==> src/rtl/mips_pkg.sv <==
// Shared MIPS-32 core definitions: opcode constants, default widths and the load-opcode decode helper.
package mips_pkg;

  localparam int DEF_DATA_W     = 32;
  localparam int DEF_REG_ADDR_W = 5;

  localparam logic [5:0] OP_LW  = 6'b100011;
  localparam logic [5:0] OP_SW  = 6'b101011;
  localparam logic [5:0] OP_LB  = 6'b100000;
  localparam logic [5:0] OP_LBU = 6'b100100;
  localparam logic [5:0] OP_LH  = 6'b100001;
  localparam logic [5:0] OP_LHU = 6'b100101;

  // Any opcode whose write-back value comes from memory rather than the ALU.
  function automatic logic is_load_op(input logic [5:0] op);
    is_load_op = (op == OP_LW) || (op == OP_LB) || (op == OP_LBU) ||
                 (op == OP_LH) || (op == OP_LHU);
  endfunction

endpackage

==> src/rtl/mem_wb_stage_load_align.sv <==
// Little-endian sub-word extraction for lb/lbu/lh/lhu; used only when MEM_WB_LOAD_EXT_EN is defined.
module load_align
  import mips_pkg::*;
#(
  parameter int DATA_W = DEF_DATA_W
) (
  input  logic [5:0]        in_opcode,
  input  logic [1:0]        addr,
  input  logic [DATA_W-1:0] in_load_data,
  output logic [DATA_W-1:0] out_data
);

  logic [7:0]  w_byte;
  logic [15:0] w_half;

  function automatic logic [DATA_W-1:0] ext_byte(input logic [7:0] b, input logic sgn);
    ext_byte = {{(DATA_W-8){sgn & b[7]}}, b};
  endfunction

  function automatic logic [DATA_W-1:0] ext_half(input logic [15:0] h, input logic sgn);
    ext_half = {{(DATA_W-16){sgn & h[15]}}, h};
  endfunction

  assign w_byte = in_load_data[{addr, 3'b000} +: 8];
  assign w_half = in_load_data[{addr[1], 4'b0000} +: 16];

  always_comb begin
    out_data = in_load_data;
    case (in_opcode)
      OP_LB:   out_data = ext_byte(w_byte, 1'b1);
      OP_LBU:  out_data = ext_byte(w_byte, 1'b0);
      OP_LH:   out_data = ext_half(w_half, 1'b1);
      OP_LHU:  out_data = ext_half(w_half, 1'b0);
      default: out_data = in_load_data;
    endcase
  end

endmodule

==> src/rtl/mem_wb_stage.sv <==
// MEM/WB pipeline register, write-back data select and retired-instruction counter.
// Define MEM_WB_LOAD_EXT_EN to enable sub-word (lb/lbu/lh/lhu) extraction via load_align.
module mem_wb_stage
  import mips_pkg::*;
#(
  parameter int DATA_W     = DEF_DATA_W,
  parameter int REG_ADDR_W = DEF_REG_ADDR_W,
  parameter int CNT_W      = 32
) (
  input  logic                  clk,
  input  logic                  rst,
  input  logic                  stall,
  input  logic                  flush,
  input  logic                  in_valid,
  input  logic [5:0]            in_opcode,
  input  logic                  in_reg_write,
  input  logic [REG_ADDR_W-1:0] in_dest,
  input  logic [DATA_W-1:0]     in_alu_result,
  input  logic [DATA_W-1:0]     in_load_data,
  output logic                  wb_valid,
  output logic                  wb_we,
  output logic [REG_ADDR_W-1:0] wb_addr,
  output logic [DATA_W-1:0]     wb_data,
  output logic [CNT_W-1:0]      retired_cnt
);

  localparam logic [CNT_W-1:0] CNT_ONE = {{(CNT_W-1){1'b0}}, 1'b1};

  logic [DATA_W-1:0]     w_load_word;
  logic [DATA_W-1:0]     w_sel_data;
  logic                  w_we;

  logic                  r_vld_p1;
  logic                  r_we_p1;
  logic [REG_ADDR_W-1:0] r_addr_p1;
  logic [DATA_W-1:0]     r_data_p1;
  logic [CNT_W-1:0]      r_cnt;

`ifdef MEM_WB_LOAD_EXT_EN
  load_align #(.DATA_W(DATA_W)) u_load_align (
    .in_opcode    (in_opcode),
    .addr         (in_alu_result[1:0]),
    .in_load_data (in_load_data),
    .out_data     (w_load_word)
  );
`else
  assign w_load_word = in_load_data;
`endif

  always_comb begin
    w_sel_data = in_alu_result;
    if (is_load_op(in_opcode)) w_sel_data = w_load_word;
  end

  // $0 is hard-wired zero, so a write to it never reaches the register file.
  assign w_we = in_valid & in_reg_write & (in_dest != '0);

  // ---- MEM -> WB boundary (p0 -> p1) ----
  always_ff @(posedge clk or posedge rst) begin
    if (rst) begin
      r_vld_p1  <= 1'b0;
      r_we_p1   <= 1'b0;
      r_addr_p1 <= '0;
      r_data_p1 <= '0;
      r_cnt     <= '0;
    end else if (flush || (!stall && !in_valid)) begin
      r_vld_p1  <= 1'b0;
      r_we_p1   <= 1'b0;
      r_addr_p1 <= '0;
      r_data_p1 <= '0;
    end else if (!stall) begin
      r_vld_p1  <= 1'b1;
      r_we_p1   <= w_we;
      r_addr_p1 <= in_dest;
      r_data_p1 <= w_sel_data;
      r_cnt     <= r_cnt + CNT_ONE;
    end
  end

  assign wb_valid    = r_vld_p1;
  assign wb_we       = r_we_p1;
  assign wb_addr     = r_addr_p1;
  assign wb_data     = r_data_p1;
  assign retired_cnt = r_cnt;

endmodule

==> config.mk <==
export PLATFORM = sky130hd
export DESIGN_NAME = mem_wb_stage
export DESIGN_NICKNAME = d
export VERILOG_FILES = /design/src/rtl/mips_pkg.sv /design/src/rtl/mem_wb_stage_load_align.sv /design/src/rtl/mem_wb_stage.sv
export SDC_FILE = /design/constraint.sdc
export NUM_CORES = 1
export LEC_CHECK = 0
export ABC_AREA = 1
export CORE_ASPECT_RATIO = 0.8
export CORE_MARGIN = 8
export CORE_UTILIZATION = 44
export CTS_CLUSTER_SIZE = 10
export DETAILED_ROUTE_END_ITERATION = 7
export GPL_TIMING_DRIVEN = 0
export PLACE_DENSITY = 0.81
export SLEW_MARGIN = 5
export SYNTH_ARGS = -nofsm -noshare
export SYNTH_HDL_FRONTEND = slang
export SYNTH_SLANG_ARGS = --single-unit
==> constraint.sdc <==
create_clock -name clk -period 2.9 [get_ports clk]
set_input_delay 0.58 -clock clk [delete_from_list [all_inputs] [get_ports clk]]
set_output_delay 0.58 -clock clk [all_outputs]
set_load 0.02 [all_outputs]
After elaboration in Yosys (flattened, before gate mapping) --
Cells that the tools add are included.
Storage, ports and cells: input bits 81, bits in registers 71
Operators by class: eq/ne operators 6, bitwise logic cells 4, add/subtract/negate cells 1, multiplexer cells 9, reductions and logical operators 10
Operators by type and width (count):
- 2-to-1 mux 32 bit | 3
- adder 32 x 1 -> 32 bit (second input constant) | 1
- == test 6 bit (second input constant) | 5
- 2-to-1 mux 5 bit | 2
- logical OR 1 bit | 5
- nonzero test 5 bit | 1
- 2-to-1 mux 1 bit | 4
- bitwise AND 1 bit | 2
- zero test 1 bit | 2
- inequality test 2 x 1 -> 1 bit (second input constant) | 1
- NOT 1 bit | 2
- AND reduction 2 bit | 1
- logical AND 1 bit | 1

Logic depth before layout (Yosys ltp) --
Gate-level depths: netlist of run 1.
word-level depth 8, gate-level depth with buffers 9

Worst setup path after synthesis of run 1 --
OpenSTA, ideal clock, no wires.
kind input-to-reg, start input in_opcode[3], end register r_data_p1[5] (netlist: wb_data[5]), stages on the path 5, slack 1.373 ns, library setup time 0.123 ns, path buffers 1, data arrival time 1.404 ns, data required time 2.777 ns, cell sequence nor2_1 -> nand3_1 -> clkbuf_2 -> o21ai_0 -> o21ai_1
On the way: longest elaborated chain between the ends 8
RTL lines:
- start: declaration | line mem_wb_stage.sv:15 | input logic [5:0] in_opcode,
- == test 6 bit | line mips_pkg.sv:16 | is_load_op = (op == OP_LW) || (op == OP_LB) || (op == OP_LBU) ||
- logical OR 1 bit (3 in a row) | line mips_pkg.sv:16
- logical OR 1 bit * | line mips_pkg.sv:17 | (op == OP_LH) || (op == OP_LHU);
- 2-to-1 mux 32 bit * | line mem_wb_stage.sv:52 | if (is_load_op(in_opcode)) w_sel_data = w_load_word;
- 2-to-1 mux 32 bit * | line mem_wb_stage.sv:71 | end else if (!stall) begin
- 2-to-1 mux 32 bit * | line mem_wb_stage.sv:66 | end else if (flush || (!stall && !in_valid)) begin
- end signal: assignment | line mem_wb_stage.sv:75 | r_data_p1 <= w_sel_data;
- end: declaration | line mem_wb_stage.sv:36 | logic [DATA_W-1:0] r_data_p1;
Mark *: on every way between the ends. The rest lies on a longest branch, timed or not. The select of a mux whose other input is x is not followed. A chain may end at the register's enable or synchronous reset.

Final worst setup path of run 1 --
start register r_cnt[23] (netlist: retired_cnt[23]), end output retired_cnt[23]
RTL lines:
- start: declaration | line mem_wb_stage.sv:37 | logic [CNT_W-1:0] r_cnt;
- start signal: assignment | line mem_wb_stage.sv:76 | r_cnt <= r_cnt + CNT_ONE;
- end: declaration | line mem_wb_stage.sv:24 | output logic [CNT_W-1:0] retired_cnt
No word-level cell between the ends.

==> metrics.cfg, run 1 <==
[die]
core_sq_mm=0.00845
dieWidth_um=120
ios=152
rows=30
dieArea_sq_mm=0.0119
start_util_pct=45.0
die_h_um=99.2

[synth]
synth.distinct_cells=33
syn_area_sq_mm=0.00380
syn_nets=524
avgSynthCellArea_sq_um=8.61
yosysSeqAreaShare_pct=46.7
yosysWarnings=0
syn_inst=442
synth_seq_cells=71

[clock_network]
cts_sinks=71
clkTransAtPathRegs_ns=0.08
cts_buffers=9
post_cts_buffers=0
root_buffer=clkbuf_8
clk_latency_ns=0.34
htree_levels=3
cts_resized=0
cts_buffer_depth=2
cts_tree=done
postCtsHoldBufs=0

[critical_path]
critical-path-top-delay-family=buffers and inverters
crit_chain=clkdlybuf4s50_1
reg2regPathDepth=8
crit_cells=1
critPathKind=register to output pin
reg2reg_to=retired_cnt[30]$_DFFE_PP0P_
cp_slowest_cell=clkdlybuf4s50_1
reg2reg_from=retired_cnt[1]$_DFFE_PP0P_
cp-end-kind=output pin
cp.arrival_ns=1.47
cp.buffers_inverters=1
cp_max_fo=6
worstPathRequired_ns=2.32
reg2reg_slack_ns=1.28
start_kind=register
max_stage_delay_ns=0.66

[timing]
setup_ws_ns=0.846
post-route-min-period_ns=2.05
final-setup-viol-count=0
slew_viol_final=0
fmax_ghz=0.487
max_slew_margin_pct=65.3
skew_ns=0.0110
hold_viol_final=0
worst_pin_slew_ns=0.521
rsz0062_at_grt=false
min_period_over_period_pct=70.8

[global_route]
grt_use_total_pct=21.1
first_global_vias=4027
grt_max_degree=67
grt_pass1_wl_mm=20.3
grt-ovfl-total=0
grt_antenna_before_repair=0

[flow_run]
max_cap_viol_count=0

[final_layout]
nets=685
diodes=0
drive_gt1_share_pct=9.56
multi_input_area_sq_mm=0.00175
fill_cells=731
final_common_cell=clkdlybuf4s50_1
seqCellArea_sq_mm=0.00178
area.growth.synth_to_final_pct=48.8
mostFrequentLayoutCells=149 x clkdlybuf4s50_1, 77 x nand2_1, 71 x dfrtp_1

[route]
drtIter0Drc=282
wl_mm=12.6
drtPass1Iterations=5
vias_per_cell=5.45
dr_total_vias=3920
ant_nets=0
drcViolationCount=0
routedWlPerCell_um=17.5

[place]
pre_cts_slack_ns=0.539
io_buffers=149
dpl.hpwl_mm=10.0
gp_congestion=0.938

[pwr]
cellLeakagePower_nw=2.37
vdd_ir_drop_max_uv=342
fin_total_pwr_w=0.00238
powerDensity_mw_per_mm2=421

[worst_hold_path]
hp-class=input port to async pin

[run_status]
status=finished, final reports clean

-- worst max-delay path by stage --
stage | from | end | slack (ns)
global placement | rst | wb_data[7]$_DFFE_PP0P_ | -0.72
global route | in_opcode[3] | wb_data[12]$_DFFE_PP0P_ | 0.75
finish | retired_cnt[23]$_DFFE_PP0P_ | retired_cnt[23] | 0.85
CTS | retired_cnt[23]$_DFFE_PP0P_ | retired_cnt[23] | 0.84
detailed placement | in_opcode[3] | wb_data[12]$_DFFE_PP0P_ | 0.54
floorplan | rst | retired_cnt[0]$_DFFE_PP0P_ | 0.52
-- synthesized netlist by cell type --
library cell / n / share of area, %
nor3_4: 1 / 0.43
nor2_8: 1 / 0.53
buf_6: 3 / 0.89
nand3b_1: 7 / 1.4
clkbuf_1: 21 / 2.1
nand2_1: 77 / 7.6
nor3_1: 4 / 0.53
inv_6: 1 / 0.23
nand3_2: 1 / 0.26
o21ai_2: 11 / 2.5
nand4_1: 45 / 7.4
xor2_1: 10 / 2.3
clkbuf_2: 1 / 0.13
a31oi_1: 32 / 5.3
buf_2: 2 / 0.26
nand3_4: 2 / 0.92
clkinv_4: 1 / 0.23
o21ai_0: 46 / 6.1
nor2_4: 3 / 0.89
xnor2_1: 7 / 1.6
and2_1: 3 / 0.49
nand2_4: 1 / 0.30
o21ai_1: 15 / 2.0
dfrtp_1: 71 / 47
nand3_1: 10 / 1.3
nor2_2: 6 / 0.99
nor2_1: 17 / 1.7
nor3_2: 1 / 0.26
inv_1: 33 / 3.3
inv_2: 2 / 0.20
o22ai_1: 2 / 0.33
nand2_2: 4 / 0.66
ha_1: 1 / 0.33
-- layout make-up --
class | count | area share, %
Sequential cell | 71 | 31.4
Multi-Input combinational cell | 307 | 30.9
Timing Repair Buffer | 150 | 26.8
Inverter | 37 | 2.67
Tap cell | 112 | 2.48
Clock buffer | 10 | 2.43
Buffer | 27 | 2.25
Clock inverter | 5 | 1.02
-- flip-flops by register name (all words and copies together), names as in the netlist --
| name | flops |
|---|---|
| retired_cnt | 32 |
| wb_addr | 5 |
| wb_we | 1 |
| wb_valid | 1 |
| wb_data | 32 |
-- kinds of logic (layout without fill, tap and decap cells) --
| family | count (synthesis) | count (layout) | synth area share (%) |
|---|---|---|---|
| adders and majority gates | 1 | 1 | 0.329 |
| xor gates and xnor gates | 17 | 17 | 3.91 |
| DFF | 71 | 71 | 46.7 |
| AOI/OAI and AO/OA | 106 | 106 | 16.2 |
| and+or+nand+nor | 183 | 183 | 25.6 |
| buffers and inverters | 64 | 229 | 7.27 |
-- through the flow --
step	TNS (ns)	hold slack (ns)	std cells	util, %	instance area (sq um)
floorplan	0	0.593	442	-	3800
global placement	-50.55	0.502	703	64.4	5440
detailed placement	0	0.511	704	64.7	5470
CTS	0	0.458	719	67.0	5660
global route	0	0.459	719	67.0	5660
finish	0	0.469	719	67.0	5660
-- power by group --
group          switching (W)  internal, W  leakage, nW
Sequential         0.0000526      0.00104        0.971
Combinational       0.000253     0.000247         1.30
Clock               0.000372     0.000418        0.103
Total               0.000678      0.00171         2.37
-- per-layer routing --
metal / vias to the layer above / wire length, um / GRT usage, %
met5: - / 0 / 0
met4: 0 / 310 / 7.28
met3: 22 / 689 / 4.81
met2: 144 / 6340 / 36.7
met1: 1898 / 5230 / 25.0
li1: 1856 / - / -
No activity file was read; power rests on OpenSTA's default activity.
==> inputs of run 2 (changes only) <==
==> constraint.sdc (replaced) <==
create_clock -name clk -period 2 [get_ports clk]
set_input_delay 0.4 -clock clk [delete_from_list [all_inputs] [get_ports clk]]
set_output_delay 0.4 -clock clk [all_outputs]
set_load 0.02 [all_outputs]
==> run 2 against run 1 <==
  * Non-clock buffer count unchanged
  * Sequential share of layout area decreased by 0.25 points
  * Count of clock-buffer cells in the layout increased by 1
  * Critical path type unchanged
  * Largest cell class unchanged
==> metrics.cfg, run 2 (synthesis results as in run 1) <==
[run_status]
status=finished, final reports clean

[clock_network]
cts_buffers=9
cts_tree=done
cts_buffer_depth=2
post_cts_buffers=0
cts_resized=0
postCtsHoldBufs=0
clk_latency_ns=0.35
root_buffer=clkbuf_8
cts_sinks=71
clkTransAtPathRegs_ns=0.07
htree_levels=3

[critical_path]
reg2reg_slack_ns=0.41
critPathKind=register to output pin
reg2reg_to=retired_cnt[30]$_DFFE_PP0P_
cp.arrival_ns=1.48
endpoint=retired_cnt[23]
cp_slowest_cell=clkdlybuf4s50_1
cp.buffers_inverters=1
reg2reg_from=retired_cnt[0]$_DFFE_PP0P_
start_kind=register
max_stage_delay_ns=0.67
reg2regPathDepth=8
startpoint=retired_cnt[23]$_DFFE_PP0P_
critical-path-top-delay-family=buffers and inverters
worstPathRequired_ns=1.60
cp_max_fo=6
crit_cells=1
cp-end-kind=output pin
crit_chain=clkdlybuf4s50_1

[route]
drtPass1Iterations=5
vias_per_cell=5.39
wl_mm=12.5
drtIter0Drc=281
routedWlPerCell_um=17.4
ant_nets=0
dr_total_vias=3884
drcViolationCount=0

[pwr]
p_switching_w=0.000995
cellLeakagePower_nw=2.38
power_frac_comb_pct=19.6
pwr-share-clk_pct=37.9
vdd_ir_drop_max_uv=518
powerDensity_mw_per_mm2=653
p_int_w=0.00273
seqPwrFrac_pct=42.5
swShare_pct=26.7

[timing]
worst_pin_slew_ns=0.762
skew_ns=0.00967
hold_viol_final=0
max_slew_margin_pct=49.1
fin_tns_setup_ns=0
fmax_ghz=0.532
min_period_over_period_pct=94.0
slew_viol_final=0
rsz0062_at_grt=false
post-route-min-period_ns=1.88
final-setup-viol-count=0

[global_route]
grt_antenna_before_repair=0
grt_pass1_wl_mm=20.0
first_global_vias=4026
grt_max_degree=40
grt_use_total_pct=21.0
grt-ovfl-total=0

[die]
dieWidth_um=120
die_h_um=99.2
dieArea_sq_mm=0.0119
core_sq_mm=0.00845
rows=30
start_util_pct=45.0
ios=152

[final_layout]
final_common_cell=clkdlybuf4s50_1
diodes=0
final_util_pct=67.6
mostFrequentLayoutCells=149 x clkdlybuf4s50_1, 77 x nand2_1, 71 x dfrtp_1
nets=685
fill_cells=705
area.growth.synth_to_final_pct=50.0
drive_gt1_share_pct=9.54

[worst_hold_path]
hp-start=stall
hp-class=input port to register
holdPathStages=3

[place]
dpl.hpwl_mm=9.89
io_buffers=149
gp_congestion=0.908

[flow_run]
max_cap_viol_count=0

==> run 2: worst min-delay path, delay by kind of cell <==
| family | cells | cell delay [ns] |
|---|---|---|
| simple gates | 1 | 0.10 |
| buf+inv | 1 | 0.11 |
| compound gates | 1 | 0.05 |
==> run 2: per-stage QoR <==
step | setup slack (ns) | power [W] | instance area, sq um | instances | hold WS (ns)
2_1_floorplan | 0.481 | 0.00193 | 3810 | 442 | 0.521
3_3_place_gp | -0.0791 | 0.00231 | 5440 | 703 | 0.502
3_5_place_dp | -0.127 | 0.00234 | 5460 | 704 | 0.513
4_1_cts | 0.0973 | 0.00374 | 5710 | 720 | 0.331
5_1_grt | 0.0670 | 0.00387 | 5710 | 720 | 0.338
6_report | 0.120 | 0.00373 | 5710 | 720 | 0.346
==> run 2: how the worst min path moves through the flow <==
stage                             endpoint  slack (ns)
5_1_grt             wb_data[1]$_DFFE_PP0P_        0.34
3_5_place_dp    retired_cnt[5]$_DFFE_PP0P_        0.51
2_1_floorplan       wb_addr[0]$_DFFE_PP0P_        0.52
6_report            wb_data[1]$_DFFE_PP0P_        0.35
3_3_place_gp   retired_cnt[30]$_DFFE_PP0P_        0.50
4_1_cts             wb_data[1]$_DFFE_PP0P_        0.33
==> run 2: cell type report <==
class	count	area (sq um)	area share, %
Sequential cell	71	1780	31.1
Multi-Input combinational cell	307	1750	30.7
Timing Repair Buffer	150	1510	26.5
Inverter	37	153	2.68
Clock buffer	11	141	2.48
Tap cell	112	140	2.46
Buffer	27	128	2.24
Clock inverter	5	105	1.84
==> run 2: routing by layer <==
layer / part of all wire, % / GRT usage [%]
met5: 0 / 0
met4: 2.9 / 8.14
met2: 49 / 34.6
met3: 7.1 / 7.30
met1: 41 / 24.7
==> run 2: power by group through the flow <==
stage	sequential (W)	combinational (W)	clock, W
finish	0.00158	0.000731	0.00141
global route	0.00159	0.000781	0.00150
global placement	0.00161	0.000707	0
CTS	0.00158	0.000733	0.00143
floorplan	0.00169	0.000236	0
detailed placement	0.00161	0.000730	0
==> inputs of run 3 (changes only) <==
--- a/config.mk
+++ b/config.mk
@@ -9,11 +9,9 @@
 export CORE_ASPECT_RATIO = 0.8
 export CORE_MARGIN = 8
 export CORE_UTILIZATION = 44
-export CTS_CLUSTER_SIZE = 10
+export CTS_CLUSTER_SIZE = 28
 export DETAILED_ROUTE_END_ITERATION = 7
-export GPL_TIMING_DRIVEN = 0
 export PLACE_DENSITY = 0.81
-export SLEW_MARGIN = 5
 export SYNTH_ARGS = -nofsm -noshare
 export SYNTH_HDL_FRONTEND = slang
 export SYNTH_SLANG_ARGS = --single-unit
==> run 3 against run 2 <==
  * Maximum frequency is 0.79% higher
  * Largest cell class unchanged
  * Non-clock buffer count fell by 12
  * Design area fell by 0.28%
  * Routed wire length down 3.2%
  * Count of clock-buffer cells in the layout decreased by 1
==> metrics.cfg, run 3 (synthesis results as in run 1) <==
[run_status]
status=finished, final reports clean

[global_route]
first_global_vias=3835
grt_use_total_pct=19.8
grt_antenna_before_repair=0
grt_max_degree=72
grt-ovfl-total=0
grt_pass1_wl_mm=19.2

[clock_network]
cts_tree=done
htree_levels=3
cts_resized=0
clkTransAtPathRegs_ns=0.08
post_cts_buffers=0
root_buffer=clkbuf_8
cts_buffers=9
cts_buffer_depth=2
postCtsHoldBufs=0
clk_latency_ns=0.34
cts_sinks=71

[critical_path]
start_kind=register
startpoint=retired_cnt[23]$_DFFE_PP0P_
critPathKind=register to output pin
worstPathRequired_ns=1.60
reg2reg_from=retired_cnt[1]$_DFFE_PP0P_
reg2reg_slack_ns=0.48
crit_chain=clkdlybuf4s50_1
cp_max_fo=6
reg2reg_to=retired_cnt[24]$_DFFE_PP0P_
max_stage_delay_ns=0.65
cp.arrival_ns=1.47
cp_slowest_cell=clkdlybuf4s50_1
cp-end-kind=output pin
reg2regPathDepth=8
cp.buffers_inverters=1
critical-path-top-delay-family=buffers and inverters

[die]
die_h_um=99.2
dieWidth_um=120
core_sq_mm=0.00845
ios=152
start_util_pct=45.0
rows=30
dieArea_sq_mm=0.0119

[pwr]
fin_total_pwr_w=0.00357
powerDensity_mw_per_mm2=627
cellLeakagePower_nw=2.39
power_frac_comb_pct=20.4
p_switching_w=0.000989
p_int_w=0.00258
pwr-share-clk_pct=35.3
seqPwrFrac_pct=44.4
swShare_pct=27.7
vdd_ir_drop_max_uv=626

[final_layout]
diodes=0
drive_gt1_share_pct=11.1
fill_cells=687
area.growth.synth_to_final_pct=49.6
nets=673
mostFrequentLayoutCells=151 x clkdlybuf4s50_1, 77 x nand2_1, 71 x dfrtp_1
multi_input_area_sq_mm=0.00175
seqCellArea_sq_mm=0.00178
final_common_cell=clkdlybuf4s50_1

[route]
wl_mm=12.1
top_layer=met4
drcViolationCount=0
vias_per_cell=5.43
wl_met3_um=862
routedWlPerCell_um=17.2
ant_nets=0
dr_wl_met2_mm=5.85
dr_total_vias=3841
wl_met1_mm=4.95
drtIter0Drc=244
drtPass1Iterations=4

[place]
io_buffers=151
dpl.hpwl_mm=9.03
gp_congestion=0.826

[worst_hold_path]
holdPathEnd=retired_cnt[4]$_DFFE_PP0P_
hp-start=retired_cnt[4]$_DFFE_PP0P_
hp-class=register to register
holdPathStages=1

[timing]
rsz0062_at_grt=false
max_slew_margin_pct=74.0
final-setup-viol-count=0
min_period_over_period_pct=93.3
fin_tns_setup_ns=0
post-route-min-period_ns=1.87
hold_viol_final=0
worst_pin_slew_ns=0.389
fmax_ghz=0.536
slew_viol_final=0
skew_ns=0.00709

[flow_run]
max_cap_viol_count=0

==> run 3: cell types whose count changed in the layout (fill, tap and decap cells not counted) <==
| cell | change |
|---|---|
| clkdlybuf4s50_1 | +2 |
| clkbuf_2 | -1 |
| nor2_2 | +1 |
| bufinv_16 | -1 |
| clkinv_2 | +2 |
| buf_12 | +2 |
| clkbuf_1 | -21 |
| buf_2 | -2 |
| buf_4 | +11 |
| clkbuf_8 | -1 |
| buf_6 | -3 |
| nor2_1 | -1 |
==> run 3: routing by layer <==
metal | vias to the layer above | GRT usage, %
met5 | - | 0
met4 | 0 | 9.87
met3 | 34 | 5.89
met2 | 156 | 32.4
met1 | 1808 | 23.4
li1 | 1843 | -
==> run 3: layout make-up <==
type | count | share of cell area, %
flip-flops and latches | 71 | 31.2
multi-input cells | 307 | 30.8
repair buffers | 165 | 29.1
inverters | 37 | 2.68
well taps | 112 | 2.46
clock buffers | 10 | 2.24
clock inverters | 6 | 1.50
==> run 3: worst max path at each step <==
stage	to	slack, ns	cells past startpoint
6_report	retired_cnt[23]	0.13	1
5_1_grt	retired_cnt[17]	0.1	1
4_1_cts	retired_cnt[23]	0.13	1
3_5_place_dp	wb_addr[3]$_DFFE_PP0P_	0.12	4
3_3_place_gp	wb_we$_DFFE_PP0P_	0.19	4
2_1_floorplan	retired_cnt[20]$_DFFE_PP0P_	0.48	7
==> run 3: per-stage QoR <==
step	instances	setup slack, ns	cell area [sq um]	util, %	hold slack (ns)
floorplan	442	0.481	3810	-	0.521
global placement	692	0.187	5480	64.8	0.508
detailed placement	692	0.122	5480	64.8	0.507
CTS	708	0.126	5690	67.4	0.516
global route	708	0.0983	5690	67.4	0.536
finish	708	0.135	5690	67.4	0.514
==> run 3: power by group through the flow <==
stage,sequential [W],combinational (W),clock (W)
final,0.00158,0.000727,0.00126
after global routing,0.00159,0.000781,0.00133
after CTS,0.00158,0.000732,0.00128
after detailed placement,0.00161,0.000729,0
after global placement,0.00161,0.000716,0
after floorplan,0.00169,0.000236,0
